$ cat config.mk
export PLATFORM = sky130hd
export DESIGN_NAME = pipeline_ctrl_flat
export DESIGN_NICKNAME = d
export VERILOG_FILES = /design/src/rtl/pipe_pkg.sv /design/src/rtl/pipeline_ctrl_if.sv /design/src/rtl/hazard_detect.sv /design/src/rtl/pipeline_ctrl.sv /design/src/flat_wrapper.sv
export SDC_FILE = /design/constraint.sdc
export NUM_CORES = 1
export LEC_CHECK = 0
export ABC_AREA = 1
export CAP_MARGIN = 20
export CORE_UTILIZATION = 47
export DETAILED_ROUTE_END_ITERATION = 8
export PLACE_DENSITY = 0.76
export SLEW_MARGIN = 20
export SYNTH_ARGS = -nofsm -noshare
export SYNTH_HDL_FRONTEND = slang
export SYNTH_HIERARCHICAL = 1
export SYNTH_SLANG_ARGS = --single-unit
$ cat constraint.sdc
create_clock -name clk -period 1.88 [get_ports clk]
set_clock_uncertainty 0.05 [all_clocks]
set_input_delay 0.282 -clock clk [delete_from_list [all_inputs] [get_ports clk]]
set_output_delay 0.282 -clock clk [all_outputs]
set_load 0.02 [all_outputs]
$ cat src/rtl/pipe_pkg.sv
// pipe_pkg: shared types and constants for the pipeline hazard/stall controller.
package pipe_pkg;
    typedef enum logic [1:0] {RUN, DRAIN, HALTED} state_t;
    typedef logic [3:0] reg_idx_t;
    localparam int DRAIN_CYCLES_DEFAULT = 3;
endpackage

$ cat src/rtl/pipeline_ctrl_if.sv
// pipeline_ctrl_if: hazard inputs from the datapath and stage controls back to it.
interface pipeline_ctrl_if import pipe_pkg::*; #(parameter int CNT_W = 16);
    reg_idx_t id_rs;
    reg_idx_t id_rt;
    reg_idx_t ex_reg_write_select;
    logic id_uses_rs;
    logic id_uses_rt;
    logic id_halt;
    logic ex_memtoreg;
    logic ex_regwrite;
    logic ex_branch_taken;
    logic imem_busy;
    logic dmem_busy;
    logic pc_wen;
    logic ifid_wen;
    logic ifid_flush;
    logic idex_wen;
    logic idex_flush;
    logic exmem_wen;
    logic memwb_wen;
    logic halted;
    logic [CNT_W-1:0] stall_cnt;
    modport master (
        output id_rs, id_rt, ex_reg_write_select, id_uses_rs, id_uses_rt, id_halt,
               ex_memtoreg, ex_regwrite, ex_branch_taken, imem_busy, dmem_busy,
        input  pc_wen, ifid_wen, ifid_flush, idex_wen, idex_flush, exmem_wen,
               memwb_wen, halted, stall_cnt
    );
    modport slave (
        input  id_rs, id_rt, ex_reg_write_select, id_uses_rs, id_uses_rt, id_halt,
               ex_memtoreg, ex_regwrite, ex_branch_taken, imem_busy, dmem_busy,
        output pc_wen, ifid_wen, ifid_flush, idex_wen, idex_flush, exmem_wen,
               memwb_wen, halted, stall_cnt
    );
endinterface

$ cat src/rtl/hazard_detect.sv
// hazard_detect: load-use compare between the ID sources and a load in EX; R0 never hazards.
module hazard_detect import pipe_pkg::*; (
    input  reg_idx_t rs,
    input  reg_idx_t rt,
    input  logic     uses_rs,
    input  logic     uses_rt,
    input  logic     ex_memtoreg,
    input  logic     ex_regwrite,
    input  reg_idx_t ex_rd,
    output logic     load_use
);
    assign load_use = ex_memtoreg && ex_regwrite && (ex_rd != '0) &&
                      ((uses_rs && rs == ex_rd) || (uses_rt && rt == ex_rd));
endmodule

$ cat src/rtl/pipeline_ctrl.sv
// pipeline_ctrl: stall/flush control for the five-stage pipe, HLT drain FSM and saturating stall counter.
module pipeline_ctrl import pipe_pkg::*; #(
    parameter int DRAIN_CYCLES = DRAIN_CYCLES_DEFAULT,
    parameter int CNT_W        = 16
) (
    input  logic           clk,
    input  logic           rst,
    pipeline_ctrl_if.slave bus
);
    state_t           state;
    logic [2:0]       dcnt;
    logic [CNT_W-1:0] stall_cnt;
    logic             load_use;
    logic             go;
    logic             draining;
    hazard_detect u_hazard (
        .rs          (bus.id_rs),
        .rt          (bus.id_rt),
        .uses_rs     (bus.id_uses_rs),
        .uses_rt     (bus.id_uses_rt),
        .ex_memtoreg (bus.ex_memtoreg),
        .ex_regwrite (bus.ex_regwrite),
        .ex_rd       (bus.ex_reg_write_select),
        .load_use    (load_use)
    );
    assign go       = !rst && state != HALTED && !bus.dmem_busy;
    assign draining = state == DRAIN;
    // a taken branch overrides every stall; fetch is blocked while HLT is in ID or draining
    assign bus.pc_wen     = go && (bus.ex_branch_taken ||
                            (!load_use && !bus.imem_busy && !draining && !bus.id_halt));
    assign bus.ifid_wen   = go && (bus.ex_branch_taken || !load_use);
    assign bus.ifid_flush = go && (bus.ex_branch_taken ||
                            (!load_use && (bus.imem_busy || draining || bus.id_halt)));
    assign bus.idex_wen   = go;
    assign bus.idex_flush = go && (bus.ex_branch_taken || load_use);
    assign bus.exmem_wen  = go;
    assign bus.memwb_wen  = go;
    assign bus.halted     = state == HALTED && !rst;
    assign bus.stall_cnt  = stall_cnt;
    always_ff @(posedge clk) begin
        if (rst) begin
            state     <= RUN;
            dcnt      <= '0;
            stall_cnt <= '0;
        end else begin
            if (!bus.pc_wen && stall_cnt != '1)
                stall_cnt <= stall_cnt + CNT_W'(1);
            if (go) begin
                if (bus.ex_branch_taken) begin
                    state <= RUN;
                    dcnt  <= '0;
                end else if (draining) begin
                    dcnt  <= dcnt - 3'd1;
                    state <= (dcnt == 3'd1) ? HALTED : DRAIN;
                end else if (bus.id_halt && !load_use) begin
                    state <= DRAIN;
                    dcnt  <= 3'(DRAIN_CYCLES);
                end
            end
        end
    end
endmodule

$ cat src/flat_wrapper.sv
// flat-port wrapper written by rule: the top's interface ports become plain ports
module pipeline_ctrl_flat import pipe_pkg::*;
#(
    parameter int DRAIN_CYCLES = DRAIN_CYCLES_DEFAULT,
    parameter int CNT_W        = 16
)
  (clk, rst, bus_id_rs, bus_id_rt, bus_ex_reg_write_select, bus_id_uses_rs, bus_id_uses_rt, bus_id_halt, bus_ex_memtoreg, bus_ex_regwrite, bus_ex_branch_taken, bus_imem_busy, bus_dmem_busy, bus_pc_wen, bus_ifid_wen, bus_ifid_flush, bus_idex_wen, bus_idex_flush, bus_exmem_wen, bus_memwb_wen, bus_halted, bus_stall_cnt);
  pipeline_ctrl_if #(.CNT_W(CNT_W)) bus_i ();
  input  logic clk;
  input  logic rst;
  input wire logic [$bits(bus_i.id_rs)-1:0] bus_id_rs;
  input wire logic [$bits(bus_i.id_rt)-1:0] bus_id_rt;
  input wire logic [$bits(bus_i.ex_reg_write_select)-1:0] bus_ex_reg_write_select;
  input wire logic [$bits(bus_i.id_uses_rs)-1:0] bus_id_uses_rs;
  input wire logic [$bits(bus_i.id_uses_rt)-1:0] bus_id_uses_rt;
  input wire logic [$bits(bus_i.id_halt)-1:0] bus_id_halt;
  input wire logic [$bits(bus_i.ex_memtoreg)-1:0] bus_ex_memtoreg;
  input wire logic [$bits(bus_i.ex_regwrite)-1:0] bus_ex_regwrite;
  input wire logic [$bits(bus_i.ex_branch_taken)-1:0] bus_ex_branch_taken;
  input wire logic [$bits(bus_i.imem_busy)-1:0] bus_imem_busy;
  input wire logic [$bits(bus_i.dmem_busy)-1:0] bus_dmem_busy;
  output wire logic [$bits(bus_i.pc_wen)-1:0] bus_pc_wen;
  output wire logic [$bits(bus_i.ifid_wen)-1:0] bus_ifid_wen;
  output wire logic [$bits(bus_i.ifid_flush)-1:0] bus_ifid_flush;
  output wire logic [$bits(bus_i.idex_wen)-1:0] bus_idex_wen;
  output wire logic [$bits(bus_i.idex_flush)-1:0] bus_idex_flush;
  output wire logic [$bits(bus_i.exmem_wen)-1:0] bus_exmem_wen;
  output wire logic [$bits(bus_i.memwb_wen)-1:0] bus_memwb_wen;
  output wire logic [$bits(bus_i.halted)-1:0] bus_halted;
  output wire logic [$bits(bus_i.stall_cnt)-1:0] bus_stall_cnt;
  assign bus_i.id_rs = bus_id_rs;
  assign bus_i.id_rt = bus_id_rt;
  assign bus_i.ex_reg_write_select = bus_ex_reg_write_select;
  assign bus_i.id_uses_rs = bus_id_uses_rs;
  assign bus_i.id_uses_rt = bus_id_uses_rt;
  assign bus_i.id_halt = bus_id_halt;
  assign bus_i.ex_memtoreg = bus_ex_memtoreg;
  assign bus_i.ex_regwrite = bus_ex_regwrite;
  assign bus_i.ex_branch_taken = bus_ex_branch_taken;
  assign bus_i.imem_busy = bus_imem_busy;
  assign bus_i.dmem_busy = bus_dmem_busy;
  assign bus_pc_wen = bus_i.pc_wen;
  assign bus_ifid_wen = bus_i.ifid_wen;
  assign bus_ifid_flush = bus_i.ifid_flush;
  assign bus_idex_wen = bus_i.idex_wen;
  assign bus_idex_flush = bus_i.idex_flush;
  assign bus_exmem_wen = bus_i.exmem_wen;
  assign bus_memwb_wen = bus_i.memwb_wen;
  assign bus_halted = bus_i.halted;
  assign bus_stall_cnt = bus_i.stall_cnt;
  pipeline_ctrl #(.DRAIN_CYCLES(DRAIN_CYCLES), .CNT_W(CNT_W)) u_core (.clk(clk), .rst(rst), .bus(bus_i));
endmodule
-- Yosys cells after proc, flatten, opt, wreduce, memory -nomap -nowiden
Cells that the tools add are included.
- add/sub/neg operators: 2
- equal/unequal tests: 7
- muxes and demuxes: 7
- reductions and logical operators: 35
- operators with widths (cell ; count):
    $logic_and A1 B1 Y1 ; 18
    $add A16 B1 Y16 const B ; 1
    $ne A16 B16 Y1 const B ; 1
    $mux W3 ; 3
    $eq A4 B4 Y1 ; 2
    $mux W2 ; 4
    $logic_not A1 Y1 ; 7
    $logic_or A1 B1 Y1 ; 7
    $reduce_bool A4 Y1 ; 1
    $eq A3 B1 Y1 const B ; 1
    $reduce_bool A3 Y1 ; 1
    $sub A3 B1 Y3 const B ; 1
    $eq A2 B1 Y1 const B ; 1
    $eq A2 B2 Y1 const B ; 1
    $ne A2 B2 Y1 const B ; 1
    $reduce_and A2 Y1 ; 1
- bits in registers: 21
- input bits: 22
- logic and storage cells: 54

-- Logic depth before layout (Yosys ltp)
- depth in word-level cells: 12
- mapped depth: 15
- mapped depth without buffers: 15

-- By module
The synthesis kept the hierarchy.
- by module, submodules not included (module ; instances ; cells an instance ; area an instance (um^2)):
    pipeline_ctrl ; 1 ; 225 ; 1366.3
    hazard_detect ; 1 ; 37 ; 160.2

-- Least setup slack after synthesis
No wires, ideal clock.
- path type: register -> register
- from: register u_core.stall_cnt[0], in the netlist u_core/bus.stall_cnt[0]
- to: register u_core.stall_cnt[5], in the netlist u_core/bus.stall_cnt[5]
- arrival time: 1424 ps
- path slack: 294 ps
- stages on the path, launching flop included: 10
- buffers on the path: 1
- period minus slack after synthesis: 1586 ps
- cell sequence: dfxtp_1 ha_1 nand3_2 nor2_2 nand2_1 nand2_4 buf_6 nand2_1 nand2_1 nor2_1
- cells in the longest elaborated chain, start to end: 2
- elaborated cells on any way between the ends: 3
- classes of those cells: add/sub: 1; eq/ne: 1; reduce/logical: 1
- RTL lines (what ; line ; RTL):
    start, declared ; pipeline_ctrl.sv:12 ; logic [CNT_W-1:0] stall_cnt;
    start signal, assigned ; pipeline_ctrl.sv:47 ; stall_cnt <= stall_cnt + CNT_W'(1);
    branches (longest 2 deep; another with $add A16 B1 Y16) ; -- ;
Parallel ways; which one is timed is not known.
A chain may end at the register's enable or synchronous reset.

-- Worst setup path in the final report
- from: input bus_id_rs[2]
- to: output bus_pc_wen
- cells in the longest elaborated chain, start to end: 10
- RTL lines (what ; line ; RTL):
    start, declared ; flat_wrapper.sv:11 ; input wire logic [$bits(bus_i.id_rs)-1:0] bus_id_rs;
    $eq A4 B4 Y1 ; hazard_detect.sv:13 ; ((uses_rs && rs == ex_rd) || (uses_rt && rt == ex_rd));
    $logic_and A1 B1 Y1 ; hazard_detect.sv:13 ;
    $logic_or A1 B1 Y1 ; hazard_detect.sv:13 ;
    $logic_and A1 B1 Y1 ; hazard_detect.sv:12 ; assign load_use = ex_memtoreg && ex_regwrite && (ex_rd != '0) &&
    via u_core.load_use ; pipeline_ctrl.sv:13 ; logic load_use;
    $logic_not A1 Y1 ; pipeline_ctrl.sv:30 ; (!load_use && !bus.imem_busy && !draining && !bus.id_halt));
    $logic_and A1 B1 Y1 (3 in a row) ; pipeline_ctrl.sv:30 ;
    $logic_or A1 B1 Y1 ; pipeline_ctrl.sv:29 ; assign bus.pc_wen = go && (bus.ex_branch_taken ||
    $logic_and A1 B1 Y1 ; pipeline_ctrl.sv:29 ;
    end, declared ; flat_wrapper.sv:22 ; output wire logic [$bits(bus_i.pc_wen)-1:0] bus_pc_wen;
The timed path passes the listed nets, and every way through them passes these cells.

==> impl_metrics.yaml <==
global_routing:
  grt_first_pass_wirelength_um: 5950
  grt_pass1_vias: 1430
  overflow: 0
  grt_max_degree: 28
  use_met3_pct: 4.37
  antenna_found_initial: 0
  use_met1_pct: 29.1
  track_usage_pct: 21.8
  use_met2_pct: 36.5
  busiest_layer: "met2"
routing:
  drt_iter0_drc: 83
  ant_nets: 0
  drc_errors: 0
  vias: 1695
  post_drt_wl_per_cell_um: 10.0
  first_pass_iters: 4
  via_per_inst: 4.70
  routed_wl_um: 3630
synthesis:
  ys_top_cells_by_area: "dfxtp_1 28%, nand2_1 19%, nor2_1 13%"
  synth.yosys.seq_area_share_pct: 27.5
  synth_edf_count: 0
  yosysMostFrequentCell: "nand2_1"
  ys.flop_type: "dfxtp_1"
  synth_top_area_share_pct: 27.5
  synthesis.area_um2: 1530
  async_flop_share_pct: 0
  synth_common_cells: "76 x nand2_1, 52 x nor2_1, 39 x inv_1"
  syn_area_per_cell_um2: 5.83
  ys_types: 28
  synth_nets: 287
  ys_ff_latch: 21
  yosys_warnings: 6
  synth.largest_area_cell: "dfxtp_1"
  syn_inst: 262
clock_tree:
  clock_sinks: 21
  cts_buffer_depth: 2
  cts_tree: "done"
  holdBufCountCts: 0
  cts_buffers: 3
  clkSlewWorstSetupHoldPaths_ns: 0.12
  clkLatencyLatePin_ns: 0.30
  ctsHtreeMaxLevel: 1
  cts-root-buf: "clkbuf_4"
floorplanning:
  die_area_um2: 3480
  chipHeight_um: 59.0
  die_x_um: 59.0
  fp-row-count: 20
  initial_core_util_pct: 49.6
  io_pins: 46
  core_um2: 3080
flow_run:
  cap_violations: 0
pwr:
  ir_worst_vdd_v: 0.000523
  power.total_mw: 1.07
  p_leak_nw: 1.02
  p_per_area_nw_per_um2: 518
worst_setup_path:
  cp_max_fo: 3
  cp.arrival_ns: 1.47
  crit_required_ns: 1.55
  crit_type: "in -> out"
  startpoint_type: "input pin"
  ff2ff_setup_slack_ns: 0.20
  cp-end-kind: "output pin"
timing:
  fin_crit_sh_pct: 96.0
  finalMaxSlewViolations: 0
  slew_headroom_pct: 80.4
  tns_ns: 0
  fmax_mhz: 554
  tightestPinTransition_ns: 0.292
  setup_viol: 0
  min_period_ns: 1.81
  hold_violations: 0
place:
  dpl-instance-area_um2: 2070
  gp_congestion: 0.915
  hpwl_um: 2700
  port_buffers: 45
min_path:
  hold_path.class: "in -> reg"
cells_and_area:
  nets: 343
  final_area_um2: 2070
  n_antenna_cell: 0
  fin_util_pct: 67.4
  drive_above_1_share_pct: 15.5
  area_delta_synth_final_pct: 35.8
outcome:
  status: "finished, final reports clean"
path summary, 6_finish.rpt:
kind / to / cells after the start / from
max: bus_pc_wen / 10 / bus_id_rs[2]
min: u_core/bus.stall_cnt[13] / 3 / rst
max reg2reg: u_core/bus.stall_cnt[1] / 8 / u_core/bus.stall_cnt[0]
min reg2reg: u_core/dcnt[2] / 2 / u_core/dcnt[2]
kinds of logic (layout without fill, tap and decap cells):
| group | count (synthesis) | after routing | share of synthesized area, % |
|---|---|---|---|
| simple gates | 154 | 154 | 42.1 |
| buf+inv | 50 | 105 | 13.9 |
| compound gates | 26 | 26 | 9.34 |
| flops | 21 | 21 | 27.5 |
| xor+xnor | 8 | 8 | 4.59 |
| fa+ha+maj | 3 | 3 | 2.46 |
cell type report:
cell class / count / area (um2)
clock buffers: 4 / 26.3
fillers: 311 / 1000
inverters: 45 / 171
multi-input cells: 191 / 926
flip-flops and latches: 21 / 420
well taps: 44 / 55.1
repair buffers: 56 / 474
report_power, final:
| group | switching, mW | internal (mW) |
|---|---|---|
| Sequential | 0.0362 | 0.477 |
| Clock | 0.141 | 0.0828 |
| Combinational | 0.182 | 0.155 |
| Total | 0.360 | 0.715 |
state kept, by name, summed over array words and instances (netlist names):
| name | count |
|---|---|
| u_core/bus.stall_cnt | 16 |
| u_core/state | 2 |
| u_core/dcnt | 3 |
what timing repair did:
| action | 4_1_cts | 5_1_grt |
|---|---|---|
| gates resized for setup | 46 | 24 |
| buffers inserted | 1 | 0 |
| pin swaps | 15 | 15 |
| endpoints found under the hold margin | 0 | 0 |
| setup endpoints to repair | 23 | 24 |
worst max-delay path: stages:
cell and delay [ns]:
dlygate4sd2_1 0.24, xnor2_1 0.17, nand3_2 0.12, a21oi_4 0.19, nor2_1 0.07, nand3_1 0.11, nand2_2 0.07, nand2_4 0.06
inv_2 0.03, buf_6 0.12
per-stage QoR:
stage	hold WS, ns	instances	worst slack [ns]
6_report	0.312	361	0.0744
5_1_grt	0.313	361	-0.0131
4_1_cts	0.452	361	0.00875
3_5_place_dp	0.438	356	-0.706
3_3_place_gp	0.434	356	-0.639
2_1_floorplan	0.304	262	0.294
placed cells by master, fill, tap and decap left out, drive strengths merged:
cell type / instances
clkbuf: 14
o21ai: 15
nand4: 4
a211oi: 2
nand3: 14
or2: 1
nor2: 54
xor2: 5
ha: 3
buf: 14
nor3: 2
dlymetal6s2s: 1
inv: 45
a31oi: 1
dfxtp: 21
nand2: 79
o21a: 1
clkdlybuf4s50: 22
dlygate4sd2: 8
clkdlybuf4s15: 1
a21oi: 7
xnor2: 3
routing by layer:
layer | wire, um | vias to the layer above
met4 | 0 | 0
li1 | - | 904
met2 | 1680 | 47
met3 | 190 | 0
met5 | 0 | -
met1 | 1760 | 744
(Power assumes the default switching activity.)
